===== src/rtl/fifo_uart_pkg.sv =====
// fifo_uart_pkg: shared FSM state encoding and default parameters for fifo_uart_tx
package fifo_uart_pkg;
    typedef enum logic [2:0] {IDLE, FETCH, LOAD, START, DATA, PARITY, STOP} tx_state_t;
    localparam int DEF_WIDTH = 4;
    localparam int DEF_CLKS_PER_BIT = 16;
    localparam bit DEF_PARITY_EN = 1'b0;
endpackage


===== src/rtl/fifo_uart_tx_if.sv =====
// fifo_uart_tx_if: FIFO read-port handshake between the FIFO and its serial drain
//   fifo_empty : FIFO -> tx, level flag, high when no words are held
//   fifo_data  : FIFO -> tx, registered read data, valid the cycle after fifo_rd
//   fifo_rd    : tx -> FIFO, one-cycle pop strobe
interface fifo_uart_tx_if
    import fifo_uart_pkg::*;
#(
    parameter int WIDTH = DEF_WIDTH
);
    logic             fifo_empty;
    logic [WIDTH-1:0] fifo_data;
    logic             fifo_rd;
    modport master (input fifo_empty, input fifo_data, output fifo_rd);
    modport slave  (output fifo_empty, output fifo_data, input fifo_rd);
endinterface


===== src/rtl/fifo_uart_tx_baud_gen.sv =====
// baud_gen: free-running bit-period counter with synchronous clear and bit-end tick
//   clk, rst : clock, synchronous active-high reset
//   clr      : restart the period at count 0
//   tick     : high in the last cycle of each bit period
module baud_gen
    import fifo_uart_pkg::*;
#(
    parameter int CLKS_PER_BIT = DEF_CLKS_PER_BIT
) (
    input  logic clk,
    input  logic rst,
    input  logic clr,
    output logic tick
);
    localparam int CW = $clog2(CLKS_PER_BIT);
    localparam logic [CW-1:0] LAST = CW'(CLKS_PER_BIT - 1);
    logic [CW-1:0] cnt;
    assign tick = (cnt == LAST);
    always_ff @(posedge clk) begin
        if (rst || clr) cnt <= '0;
        else cnt <= tick ? '0 : cnt + CW'(1);
    end
endmodule


===== src/rtl/fifo_uart_tx.sv =====
// fifo_uart_tx: pops one FIFO word at a time and sends it as a start/data/parity/stop frame
//   clk, rst : clock, synchronous active-high reset
//   fif      : FIFO read port (master side: drives fifo_rd, consumes fifo_empty/fifo_data)
//   tx       : serial line, idles high
//   busy     : high while a fetch or frame is in progress
module fifo_uart_tx
    import fifo_uart_pkg::*;
#(
    parameter int WIDTH        = DEF_WIDTH,
    parameter int CLKS_PER_BIT = DEF_CLKS_PER_BIT,
    parameter bit PARITY_EN    = DEF_PARITY_EN
) (
    input  logic            clk,
    input  logic            rst,
    fifo_uart_tx_if.master  fif,
    output logic            tx,
    output logic            busy
);
    localparam int IW = $clog2(WIDTH + 1);
    localparam logic [IW-1:0] LAST_BIT = IW'(WIDTH - 1);
    tx_state_t        state;
    logic [WIDTH-1:0] shift;
    logic [WIDTH-1:0] shift_nxt;
    logic [IW-1:0]    bit_idx;
    logic             par;
    logic             tick;
    logic             rd;
    assign shift_nxt   = shift >> 1;
    assign fif.fifo_rd = rd;
    baud_gen #(.CLKS_PER_BIT(CLKS_PER_BIT)) u_baud (
        .clk  (clk),
        .rst  (rst),
        .clr  (state == LOAD),
        .tick (tick)
    );
    // tx, rd and busy are registered alongside the state so each one reflects
    // the state being entered rather than being decoded after the fact
    always_ff @(posedge clk) begin
        if (rst) begin
            state   <= IDLE;
            shift   <= '0;
            bit_idx <= '0;
            par     <= 1'b0;
            tx      <= 1'b1;
            rd      <= 1'b0;
            busy    <= 1'b0;
        end else begin
            rd <= 1'b0;
            unique case (state)
                IDLE: if (!fif.fifo_empty) begin
                    state <= FETCH;
                    rd    <= 1'b1;
                    busy  <= 1'b1;
                end
                FETCH: state <= LOAD;
                LOAD: begin
                    shift   <= fif.fifo_data;
                    par     <= ^fif.fifo_data;
                    bit_idx <= '0;
                    tx      <= 1'b0;
                    state   <= START;
                end
                START: if (tick) begin
                    tx    <= shift[0];
                    state <= DATA;
                end
                DATA: if (tick) begin
                    shift   <= shift_nxt;
                    bit_idx <= bit_idx + IW'(1);
                    if (bit_idx == LAST_BIT) begin
                        state <= PARITY_EN ? PARITY : STOP;
                        tx    <= PARITY_EN ? par : 1'b1;
                    end else begin
                        tx <= shift_nxt[0];
                    end
                end
                PARITY: if (tick) begin
                    tx    <= 1'b1;
                    state <= STOP;
                end
                STOP: if (tick) begin
                    state <= IDLE;
                    busy  <= 1'b0;
                end
                default: state <= IDLE;
            endcase
        end
    end
endmodule


===== src/flat_wrapper.sv =====
// flat-port wrapper written by rule: the top's interface ports become plain ports
module fifo_uart_tx_flat import fifo_uart_pkg::*;
#(
    parameter int WIDTH        = DEF_WIDTH,
    parameter int CLKS_PER_BIT = DEF_CLKS_PER_BIT,
    parameter bit PARITY_EN    = DEF_PARITY_EN
)
  (clk, rst, tx, busy, fif_fifo_empty, fif_fifo_data, fif_fifo_rd);
  fifo_uart_tx_if #(.WIDTH(WIDTH)) fif_i ();
  input  logic clk;
  input  logic rst;
  output logic tx;
  output logic busy;
  input wire logic [$bits(fif_i.fifo_empty)-1:0] fif_fifo_empty;
  input wire logic [$bits(fif_i.fifo_data)-1:0] fif_fifo_data;
  output wire logic [$bits(fif_i.fifo_rd)-1:0] fif_fifo_rd;
  assign fif_i.fifo_empty = fif_fifo_empty;
  assign fif_i.fifo_data = fif_fifo_data;
  assign fif_fifo_rd = fif_i.fifo_rd;
  fifo_uart_tx #(.WIDTH(WIDTH), .CLKS_PER_BIT(CLKS_PER_BIT), .PARITY_EN(PARITY_EN)) u_core (.clk(clk), .rst(rst), .fif(fif_i), .tx(tx), .busy(busy));
endmodule

===== config.mk =====
export PLATFORM = sky130hd
export DESIGN_NAME = fifo_uart_tx_flat
export DESIGN_NICKNAME = d
export VERILOG_FILES = /design/src/rtl/fifo_uart_pkg.sv /design/src/rtl/fifo_uart_tx_if.sv /design/src/rtl/fifo_uart_tx_baud_gen.sv /design/src/rtl/fifo_uart_tx.sv /design/src/flat_wrapper.sv
export SDC_FILE = /design/constraint.sdc
export NUM_CORES = 1
export LEC_CHECK = 0
export CORE_MARGIN = 8
export CORE_UTILIZATION = 58
export CTS_CLUSTER_DIAMETER = 200
export DETAILED_ROUTE_END_ITERATION = 8
export PLACE_DENSITY_LB_ADDON = 0.1
export SYNTH_ARGS = -nofsm -noshare
export SYNTH_HDL_FRONTEND = slang
export SYNTH_SLANG_ARGS = --single-unit

===== constraint.sdc =====
create_clock -name clk -period 3.15 [get_ports clk]
set_input_delay 0.4725 -clock clk [delete_from_list [all_inputs] [get_ports clk]]
set_output_delay 0.4725 -clock clk [all_outputs]
set_load 0.02 [all_outputs]

==> flow_metrics.py, run 1 <==
metrics = {
    "power": {
        "leakagePower_nw": 0.393,
        "power_density_nw_per_um2": 701,
        "vdd_ir_drop_max_uv": 585,
    },
    "grt": {
        "overflow": 0,
        "grt_use_total_pct": 12.9,
        "grt_first_pass_wirelength_um": 3440,
        "grt_max_degree": 28,
        "antenna_found_initial": 0,
        "grt_pass1_vias": 758,
    },
    "timing": {
        "rsz0062_at_grt": "no",
        "period_share_pct": 58.8,
        "tightest_slew_ps": 801,
        "maxSlewViolCount": 0,
        "setup_viol": 0,
        "skew_ps": 0.626,
        "setup_slack_ps": 1300,
        "hold_viol": 0,
        "relSlewSlack_pct": 46.5,
        "min_period_ps": 1850,
        "setup_tns_ps": 0,
        "max_freq_ghz": 0.540,
    },
    "drt": {
        "ant_nets": 0,
        "drtPass1Iterations": 4,
        "route.detailed.drc": 0,
        "vias_per_cell": 6.01,
        "vias": 799,
        "drtIter0Drc": 14,
        "avgRoutedWirePerCell_um": 14.4,
        "finalWirelength_um": 1910,
    },
    "worst_setup_path": {
        "cp-start-kind": "register",
        "crit_slowest_cell": "or4_1",
        "cp.arrival_ps": 2070,
        "worstReg2RegStart": "u_core.u_baud.cnt[0]",
        "critical_path_required_ps": 3370,
        "timing.rr.end": "u_core.bit_idx[2]",
        "r2r_slack_ps": 1300,
        "cp_max_fo": 12,
        "cpPeakStageDelay_ps": 490,
        "setup.worst_path.start": "u_core.u_baud.cnt[0]",
        "rr_worst_depth": 5,
        "cp-end-kind": "register",
        "critPathKind": "register to register",
        "worstSetupEndpoint": "u_core.bit_idx[2]",
        "path_cells": "ha_1, and3_1, a21boi_4, or4_1, a21oi_1",
    },
    "die": {
        "die_y_um": 56.8,
        "start_util_pct": 62.7,
        "die_area_um2": 3230,
        "die_width_um": 56.8,
        "coreArea_um2": 1540,
        "rows": 14,
        "ioPinCount": 10,
    },
    "synth": {
        "synth.distinct_cells": 39,
        "ys.warnings.count": 0,
        "synth_xor_area_share_pct": 1.81,
        "synth_top_family_by_area": "simple AND/OR/NAND/NOR gates",
        "synth_fa_ha_area_share_pct": 7.50,
        "ys_ff_latch": 17,
        "ys_seq_area_share_pct": 35.2,
        "synthSimpleGateAreaFrac_pct": 23.2,
        "synth-compound-area-share_pct": 22.1,
        "synth_mux_area_share_pct": 3.10,
        "synth_area_per_cell_um2": 8.64,
        "postSynthCellCount": 112,
        "synth_area_um2": 967,
        "synth_fp_nets": 124,
    },
    "clocking": {
        "cts_buffer_depth": 2,
        "h-tree-depth": 1,
        "clkTransAtPathRegs_ps": 90,
        "hold_buffers": 0,
        "cts.sink_count": 17,
        "cts_made_buffers": 3,
        "clk_latency_ps": 290,
        "cts_tree": "built",
        "post_cts_buffers": 0,
        "cts_root_buffer": "clkbuf_4",
        "cts_resized": 0,
    },
    "place": {
        "dp_hpwl_um": 1410,
        "dp.cells": 129,
        "place_ws_ps": 1340,
        "postPlaceCellArea_um2": 1030,
        "io_buffer_count": 9,
        "gp_congestion": 0.894,
    },
    "finish": {
        "n_antenna_cell": 0,
        "drive_gt1_share_pct": 5.98,
        "nets": 130,
        "fin_area_um2": 1050,
        "fin_cells": 133,
        "syn_to_final_growth_pct": 8.93,
    },
    "run_status": {
        "status": "complete, no violations",
    },
    "job": {
        "cap_violations": 0,
    },
    "worst_hold_path": {
        "hold_path_class": "register to register",
        "hold_depth": 1,
    },
}
-- Yosys cell counts --
cell / count / area share, %
ha_1: 5 / 6.5
or3_1: 5 / 3.2
nor3b_1: 1 / 0.78
buf_6: 2 / 2.3
nand3_1: 3 / 1.6
and2_1: 2 / 1.3
clkbuf_1: 2 / 0.78
nor2b_1: 1 / 0.65
o221a_2: 1 / 1.2
xor2_1: 1 / 0.91
a31oi_1: 1 / 0.65
mux2i_1: 3 / 3.1
o22ai_1: 1 / 0.65
a211oi_1: 1 / 0.78
dfxtp_1: 17 / 35
o32ai_1: 1 / 0.91
maj3_1: 1 / 1.0
nor3_1: 3 / 1.6
o21ai_0: 10 / 5.2
o21a_1: 1 / 0.78
nor3b_4: 1 / 1.9
nand2b_1: 3 / 1.9
buf_2: 4 / 2.1
inv_1: 5 / 1.9
nand2_1: 5 / 1.9
and3_1: 2 / 1.3
a21boi_4: 1 / 1.9
or4_1: 2 / 1.6
and2b_2: 1 / 0.91
o2111a_1: 1 / 1.2
nor4_1: 1 / 0.65
xnor2_1: 1 / 0.91
a21oi_1: 10 / 5.2
a41o_1: 1 / 1.0
o221ai_1: 1 / 0.91
nor2_1: 8 / 3.1
a311oi_1: 1 / 0.91
nand3b_1: 1 / 0.78
o311ai_1: 1 / 0.91
-- per-stage QoR --
stage          utilization, %  total power, W  hold slack [ps]
2_1_floorplan               -        0.000567              418
3_3_place_gp             66.6        0.000620              429
3_5_place_dp             66.6        0.000627              442
4_1_cts                  68.3        0.000744              462
5_1_grt                  68.3        0.000795              465
6_report                 68.3        0.000739              454
-- layer usage --
metal	global-route usage, %	routed length, um	vias up
li1	-	-	420
met1	16.2	925	361
met2	20.2	892	16
met3	4.04	79	2
met4	4.03	17	0
met5	0	0	-
-- power by group --
group	leakage [nW]	internal [W]	switching (W)	total (W)
Clock	0.0150	0.0000493	0.0000662	0.000116
Combinational	0.239	0.000134	0.000131	0.000265
Sequential	0.139	0.000268	0.0000903	0.000358
Total	0.393	0.000451	0.000287	0.000739
-- critical path: cells and delay by family (launching register included) --
kind | cells | cell delay (ps)
and+or+nand+nor | 2 | 910
adders and majority gates | 1 | 210
AOI/OAI and AO/OA | 2 | 300
DFF | 1 | 360
-- registers in the layout (all words and copies together) (netlist names) --
| name | cells |
|---|---|
| u_core.bit_idx | 3 |
| u_core.busy | 1 |
| u_core.fif.fifo_rd | 1 |
| u_core.shift | 4 |
| u_core.state | 3 |
| u_core.tx | 1 |
| u_core.u_baud.cnt | 4 |
-- cell families (layout without fill, tap and decap cells) --
logic type,Yosys count,count (layout)
adder cells (fa/ha/maj),6,6
multiplexers,3,3
buffers and inverters,13,18
AND/OR/NAND/NOR,39,39
XOR/XNOR,2,2
AO/OA/AOI/OAI,32,32
flip-flops,17,17
-- how the worst min path moves through the flow --
stage,startpoint,to,slack [ps]
6_report,u_core.u_baud.cnt[0],u_core.u_baud.cnt[0],450
5_1_grt,u_core.u_baud.cnt[0],u_core.u_baud.cnt[0],470
4_1_cts,u_core.u_baud.cnt[0],u_core.u_baud.cnt[0],460
3_5_place_dp,u_core.u_baud.cnt[0],u_core.u_baud.cnt[0],440
3_3_place_gp,u_core.u_baud.cnt[0],u_core.u_baud.cnt[0],430
2_1_floorplan,u_core.u_baud.cnt[0],u_core.u_baud.cnt[0],420
-- cell usage in the layout, fill, tap and decap left out, drive strengths merged, types with 2 or more instances in the layout --
master / count
o21ai: 10
clkbuf: 4
nor3b: 2
nor3: 3
or3: 5
and2: 2
nor2: 8
or4: 2
dfxtp: 17
nand2: 5
a21oi: 10
nand2b: 3
nand3: 3
ha: 5
mux2i: 3
clkdlybuf4s50: 9
inv: 5
and3: 2
-- final cells by class --
class / count / area (um2)
repair buffers: 9 / 90.1
multi-input cells: 82 / 558
flip-flops and latches: 17 / 340
fillers: 138 / 488
well taps: 16 / 20.0
clock buffers: 4 / 26.3
inverters: 5 / 18.8
Note: power is estimated with default switching activity, not from simulation.
==> inputs of run 2 (changes only) <==
--- a/config.mk
+++ b/config.mk
@@ -6,7 +6,7 @@
 export NUM_CORES = 1
 export LEC_CHECK = 0
 export CORE_MARGIN = 8
-export CORE_UTILIZATION = 58
+export CORE_UTILIZATION = 54
 export CTS_CLUSTER_DIAMETER = 200
 export DETAILED_ROUTE_END_ITERATION = 8
 export PLACE_DENSITY_LB_ADDON = 0.1
==> constraint.sdc (replaced) <==
create_clock -name clk -period 1.8 [get_ports clk]
set_input_delay 0.27 -clock clk [delete_from_list [all_inputs] [get_ports clk]]
set_output_delay 0.27 -clock clk [all_outputs]
set_load 0.02 [all_outputs]
==> run 2 against run 1 <==
- sequential power rose by 66%
- highest routed layer unchanged
- critical path type unchanged
- power rose by 82%
- cell count rose by 11%
- combinational power rose by 110%
- global-route usage rose by 0.088 points
- worst hold slack improved by 1.5 ps
- largest power group unchanged
- utilization fell by 3.2 points
- flip-flop and latch count did not move
- clock skew rose by 6.3 ps
==> flow_metrics.py, run 2 (synthesis gave the netlist of run 1 again) <==
metrics = {
    "run_status": {
        "status": "complete, no violations",
    },
    "drt": {
        "route.detailed.drc": 0,
        "ant_nets": 0,
        "avgRoutedWirePerCell_um": 13.3,
        "drtIter0Drc": 26,
        "vias": 811,
        "drtPass1Iterations": 4,
        "finalWirelength_um": 1970,
        "vias_per_cell": 5.48,
    },
    "worst_setup_path": {
        "cp-start-kind": "register",
        "path_cells": "nand2b_1, a21boi_4, or4_1, a21oi_1",
        "critical_path_required_ps": 2030,
        "rr_worst_depth": 4,
        "cp_num_buf_inv": 0,
        "r2r_slack_ps": 130,
        "cp-end-kind": "register",
        "crit_family": "flip-flops",
        "critical_path_cell_count": 4,
        "cpPeakStageDelay_ps": 650,
        "cp_max_fo": 14,
        "crit_slowest_cell": "dfxtp_1",
        "critPathKind": "register to register",
        "cp.arrival_ps": 1890,
    },
    "clocking": {
        "cts_root_buffer": "clkbuf_4",
        "hold_buffers": 0,
        "h-tree-depth": 1,
        "cts_tree": "built",
        "clk_latency_ps": 290,
        "cts.sink_count": 17,
        "clkTransAtPathRegs_ps": 110,
        "cts_made_buffers": 3,
        "cts_buffer_depth": 2,
        "cts_resized": 0,
        "post_cts_buffers": 0,
    },
    "place": {
        "place_ws_ps": 119,
        "io_buffer_count": 9,
        "dp_hpwl_um": 1490,
        "gp_congestion": 0.858,
        "dp.cells": 144,
    },
    "finish": {
        "drive_gt1_share_pct": 12.2,
        "syn_to_final_growth_pct": 15.0,
        "final_common_cell": "dfxtp_1",
        "fillers": 148,
        "reg_top3": "u_core.shift: 4 flops, u_core.u_baud.cnt: 4 flops",
        "final_cell_mix": "17 x dfxtp_1, 10 x o21ai_0, 10 x a21oi_1",
        "fin_cells": 148,
        "n_antenna_cell": 0,
        "nets": 136,
    },
    "grt": {
        "grt_use_total_pct": 13.0,
        "antenna_found_initial": 0,
        "grt_pass1_vias": 822,
        "grt_first_pass_wirelength_um": 3540,
        "grt_max_degree": 16,
        "overflow": 0,
    },
    "die": {
        "start_util_pct": 56.6,
        "coreArea_um2": 1710,
        "die_width_um": 58.3,
        "die_area_um2": 3400,
        "ioPinCount": 10,
        "rows": 15,
        "die_y_um": 58.3,
    },
    "timing": {
        "setup_tns_ps": 0,
        "max_freq_ghz": 0.600,
        "setup_viol": 0,
        "tightest_slew_ps": 541,
        "skew_ps": 6.90,
        "period_share_pct": 92.7,
        "rsz0062_at_grt": "no",
        "hold_viol": 0,
        "maxSlewViolCount": 0,
        "setup_slack_ps": 132,
        "min_period_ps": 1670,
        "relSlewSlack_pct": 63.9,
    },
    "power": {
        "leakagePower_nw": 0.425,
        "power_density_nw_per_um2": 1210,
        "vdd_ir_drop_max_uv": 887,
    },
    "worst_hold_path": {
        "hold_path_class": "register to register",
        "hold_depth": 1,
    },
    "job": {
        "cap_violations": 0,
    },
}
-- run 2: changes by cell type in the layout (fill, tap and decap cells not counted), sizes merged --
| cell | delta |
|---|---|
| buf | +6 |
| clkbuf | -1 |
| clkinv | +1 |
-- run 2: report_power, final --
part | leakage [nW] | switching (W) | internal [W] | total (W)
logic | 0.268 | 0.000274 | 0.000272 | 0.000546
clock network | 0.0177 | 0.000124 | 0.0000827 | 0.000207
registers | 0.139 | 0.000125 | 0.000469 | 0.000594
total | 0.425 | 0.000524 | 0.000824 | 0.00135
-- run 2: worst paths after layout --
path	start	end
worst min register to register	u_core.u_baud.cnt[0]	u_core.u_baud.cnt[0]
worst max-delay path	u_core.state[1]	u_core.bit_idx[2]
worst max register to register	u_core.state[1]	u_core.bit_idx[2]
worst min-delay path	u_core.u_baud.cnt[0]	u_core.u_baud.cnt[0]
-- run 2: metal layers --
metal / global-route usage [%] / routed length (um)
met1: 15.9 / 1020
met2: 20.9 / 894
met3: 2.61 / 34
met4: 6.29 / 23
met5: 0 / 0
-- run 2: layout make-up --
| cell class | count | area (um2) | area share (%) |
|---|---|---|---|
| Inverter | 5 | 18.8 | 1.69 |
| Clock inverter | 1 | 5.00 | 0.450 |
| Sequential cell | 17 | 340 | 30.6 |
| Tap cell | 25 | 31.3 | 2.81 |
| Clock buffer | 3 | 22.5 | 2.02 |
| Multi-Input combinational cell | 82 | 559 | 50.3 |
| Timing Repair Buffer | 15 | 135 | 12.1 |
-- run 2: metrics by stage --
stage | hold WS [ps] | cell area [um2] | util [%] | power [W]
after floorplan | 415 | 967 | - | 0.000992
after global placement | 428 | 1080 | 63.4 | 0.00114
after detailed placement | 437 | 1080 | 63.4 | 0.00115
after CTS | 459 | 1110 | 65.1 | 0.00136
after global routing | 493 | 1110 | 65.1 | 0.00146
final | 456 | 1110 | 65.1 | 0.00135
==> inputs of run 3 (changes only) <==
--- a/config.mk
+++ b/config.mk
@@ -10,6 +10,7 @@
 export CTS_CLUSTER_DIAMETER = 200
 export DETAILED_ROUTE_END_ITERATION = 8
 export PLACE_DENSITY_LB_ADDON = 0.1
+export RECOVER_POWER = 50
 export SYNTH_ARGS = -nofsm -noshare
 export SYNTH_HDL_FRONTEND = slang
 export SYNTH_SLANG_ARGS = --single-unit
==> run 3 against run 2 <==
- flip-flop and latch count unchanged
- die area is the same
- critical path depth increased by 1
- power decreased by 1.2%
- first-iteration DRC count unchanged
- largest power group unchanged
- highest routed layer unchanged
==> flow_metrics.py, run 3 (synthesis gave the netlist of run 1 again) <==
metrics = {
    "run_status": {
        "status": "complete, no violations",
    },
    "worst_setup_path": {
        "cp.arrival_ps": 1890,
        "worstReg2RegStart": "u_core.u_baud.cnt[0]",
        "critical_path_required_ps": 2030,
        "r2r_slack_ps": 140,
        "rr_worst_depth": 5,
        "cp-start-kind": "register",
        "cp-end-kind": "register",
        "cp_max_fo": 12,
        "critPathKind": "register to register",
        "timing.rr.end": "u_core.bit_idx[2]",
    },
    "timing": {
        "rsz0062_at_grt": "no",
        "hold_viol": 0,
        "setup_viol": 0,
        "period_share_pct": 92.4,
        "maxSlewViolCount": 0,
        "min_period_ps": 1660,
        "setup_tns_ps": 0,
        "relSlewSlack_pct": 64.5,
        "max_freq_ghz": 0.601,
        "holdWs_ps": 459,
        "skew_ps": 7.69,
        "tightest_slew_ps": 532,
        "setup_slack_ps": 136,
    },
    "clocking": {
        "cts_buffer_depth": 2,
        "cts_tree": "built",
        "cts_made_buffers": 3,
        "clkTransAtPathRegs_ps": 110,
        "h-tree-depth": 1,
        "post_cts_buffers": 0,
        "cts_root_buffer": "clkbuf_4",
        "clk_latency_ps": 290,
        "cts.sink_count": 17,
    },
    "grt": {
        "overflow": 0,
        "grt_use_total_pct": 13.0,
        "grt_max_degree": 16,
        "antenna_found_initial": 0,
        "grt_first_pass_wirelength_um": 3540,
        "grt_pass1_vias": 822,
    },
    "drt": {
        "ant_nets": 0,
        "vias": 821,
        "vias_per_cell": 5.55,
        "drtPass1Iterations": 4,
        "finalWirelength_um": 1960,
        "drtIter0Drc": 26,
        "route.detailed.drc": 0,
        "avgRoutedWirePerCell_um": 13.3,
    },
    "worst_hold_path": {
        "min_to": "u_core.u_baud.cnt[0]",
        "hold_path_class": "register to register",
        "min_from": "u_core.u_baud.cnt[0]",
        "hold_depth": 1,
    },
    "die": {
        "rows": 15,
        "start_util_pct": 56.6,
        "die_width_um": 58.3,
        "die_area_um2": 3400,
        "ioPinCount": 10,
        "die_y_um": 58.3,
        "coreArea_um2": 1710,
    },
    "finish": {
        "multi_input_area_um2": 559,
        "final-seq-area_um2": 340,
        "final_common_cell": "dfxtp_1",
        "postLayoutCoreUtil_pct": 64.9,
        "final_cell_mix": "17 x dfxtp_1, 10 x o21ai_0, 10 x a21oi_1",
        "drive_gt1_share_pct": 11.4,
        "n_antenna_cell": 0,
        "fin_cells": 148,
        "nets": 136,
        "fillers": 150,
        "syn_to_final_growth_pct": 14.6,
        "reg_top3": "u_core.shift: 4 flops, u_core.u_baud.cnt: 4 flops",
    },
    "power": {
        "power_density_nw_per_um2": 1200,
        "leakagePower_nw": 0.424,
        "vdd_ir_drop_max_uv": 874,
    },
    "place": {
        "io_buffer_count": 9,
        "dp_hpwl_um": 1490,
        "dp.cells": 144,
        "gp_congestion": 0.858,
        "place_ws_ps": 119,
    },
    "job": {
        "cap_violations": 0,
    },
}
run 3: worst max path at each step:
stage / depth (start not counted) / start / end
after floorplan: 6 / u_core.u_baud.cnt[0] / u_core.bit_idx[2]
after global placement: 5 / u_core.u_baud.cnt[0] / u_core.bit_idx[2]
after detailed placement: 5 / u_core.u_baud.cnt[0] / u_core.bit_idx[2]
after CTS: 5 / u_core.u_baud.cnt[0] / u_core.bit_idx[2]
after global routing: 6 / u_core.state[1] / u_core.tx
final: 5 / u_core.u_baud.cnt[0] / u_core.bit_idx[2]
run 3: per-layer routing:
layer | up-vias | part of all wire (%) | track usage, % | routed length [um]
li1 | 429 | - | - | -
met1 | 377 | 51 | 15.9 | 998
met2 | 11 | 45 | 20.9 | 891
met3 | 4 | 2.5 | 2.61 | 49
met4 | 0 | 1.2 | 6.29 | 23
met5 | - | 0 | 0 | 0
run 3: cell type report:
class                      count  area share [%]
multi-input combinational     82            50.5
sequential                    17            30.7
timing repair buffer          15            11.9
tap                           25            2.82
clock buffer                   3            2.03
inverter                       5            1.69
clock inverter                 1           0.451
run 3: stage by stage:
| stage | cell area (um2) | total power, W |
|---|---|---|
| after global placement | 1080 | 0.00114 |
| after floorplan | 967 | 0.000992 |
| after global routing | 1110 | 0.00144 |
| after detailed placement | 1080 | 0.00115 |
| final | 1110 | 0.00133 |
| after CTS | 1110 | 0.00136 |
run 3: repair_timing:
item	4_1_cts	5_1_grt
setup endpoints to repair	0	2
gates resized for setup	0	1
hold buffers	0	0
run 3: worst max-delay path, stage by stage, from the launching register on:
cell	delay, ps
dfxtp_1	370
ha_1	220
and3_2	270
a21boi_4	110
or4_1	480
a21oi_1	150
run 3: where the power goes:
part | internal (W) | leakage (nW) | switching (W)
logic | 0.000257 | 0.267 | 0.000274
registers | 0.000469 | 0.139 | 0.000123
clock network | 0.0000827 | 0.0177 | 0.000125
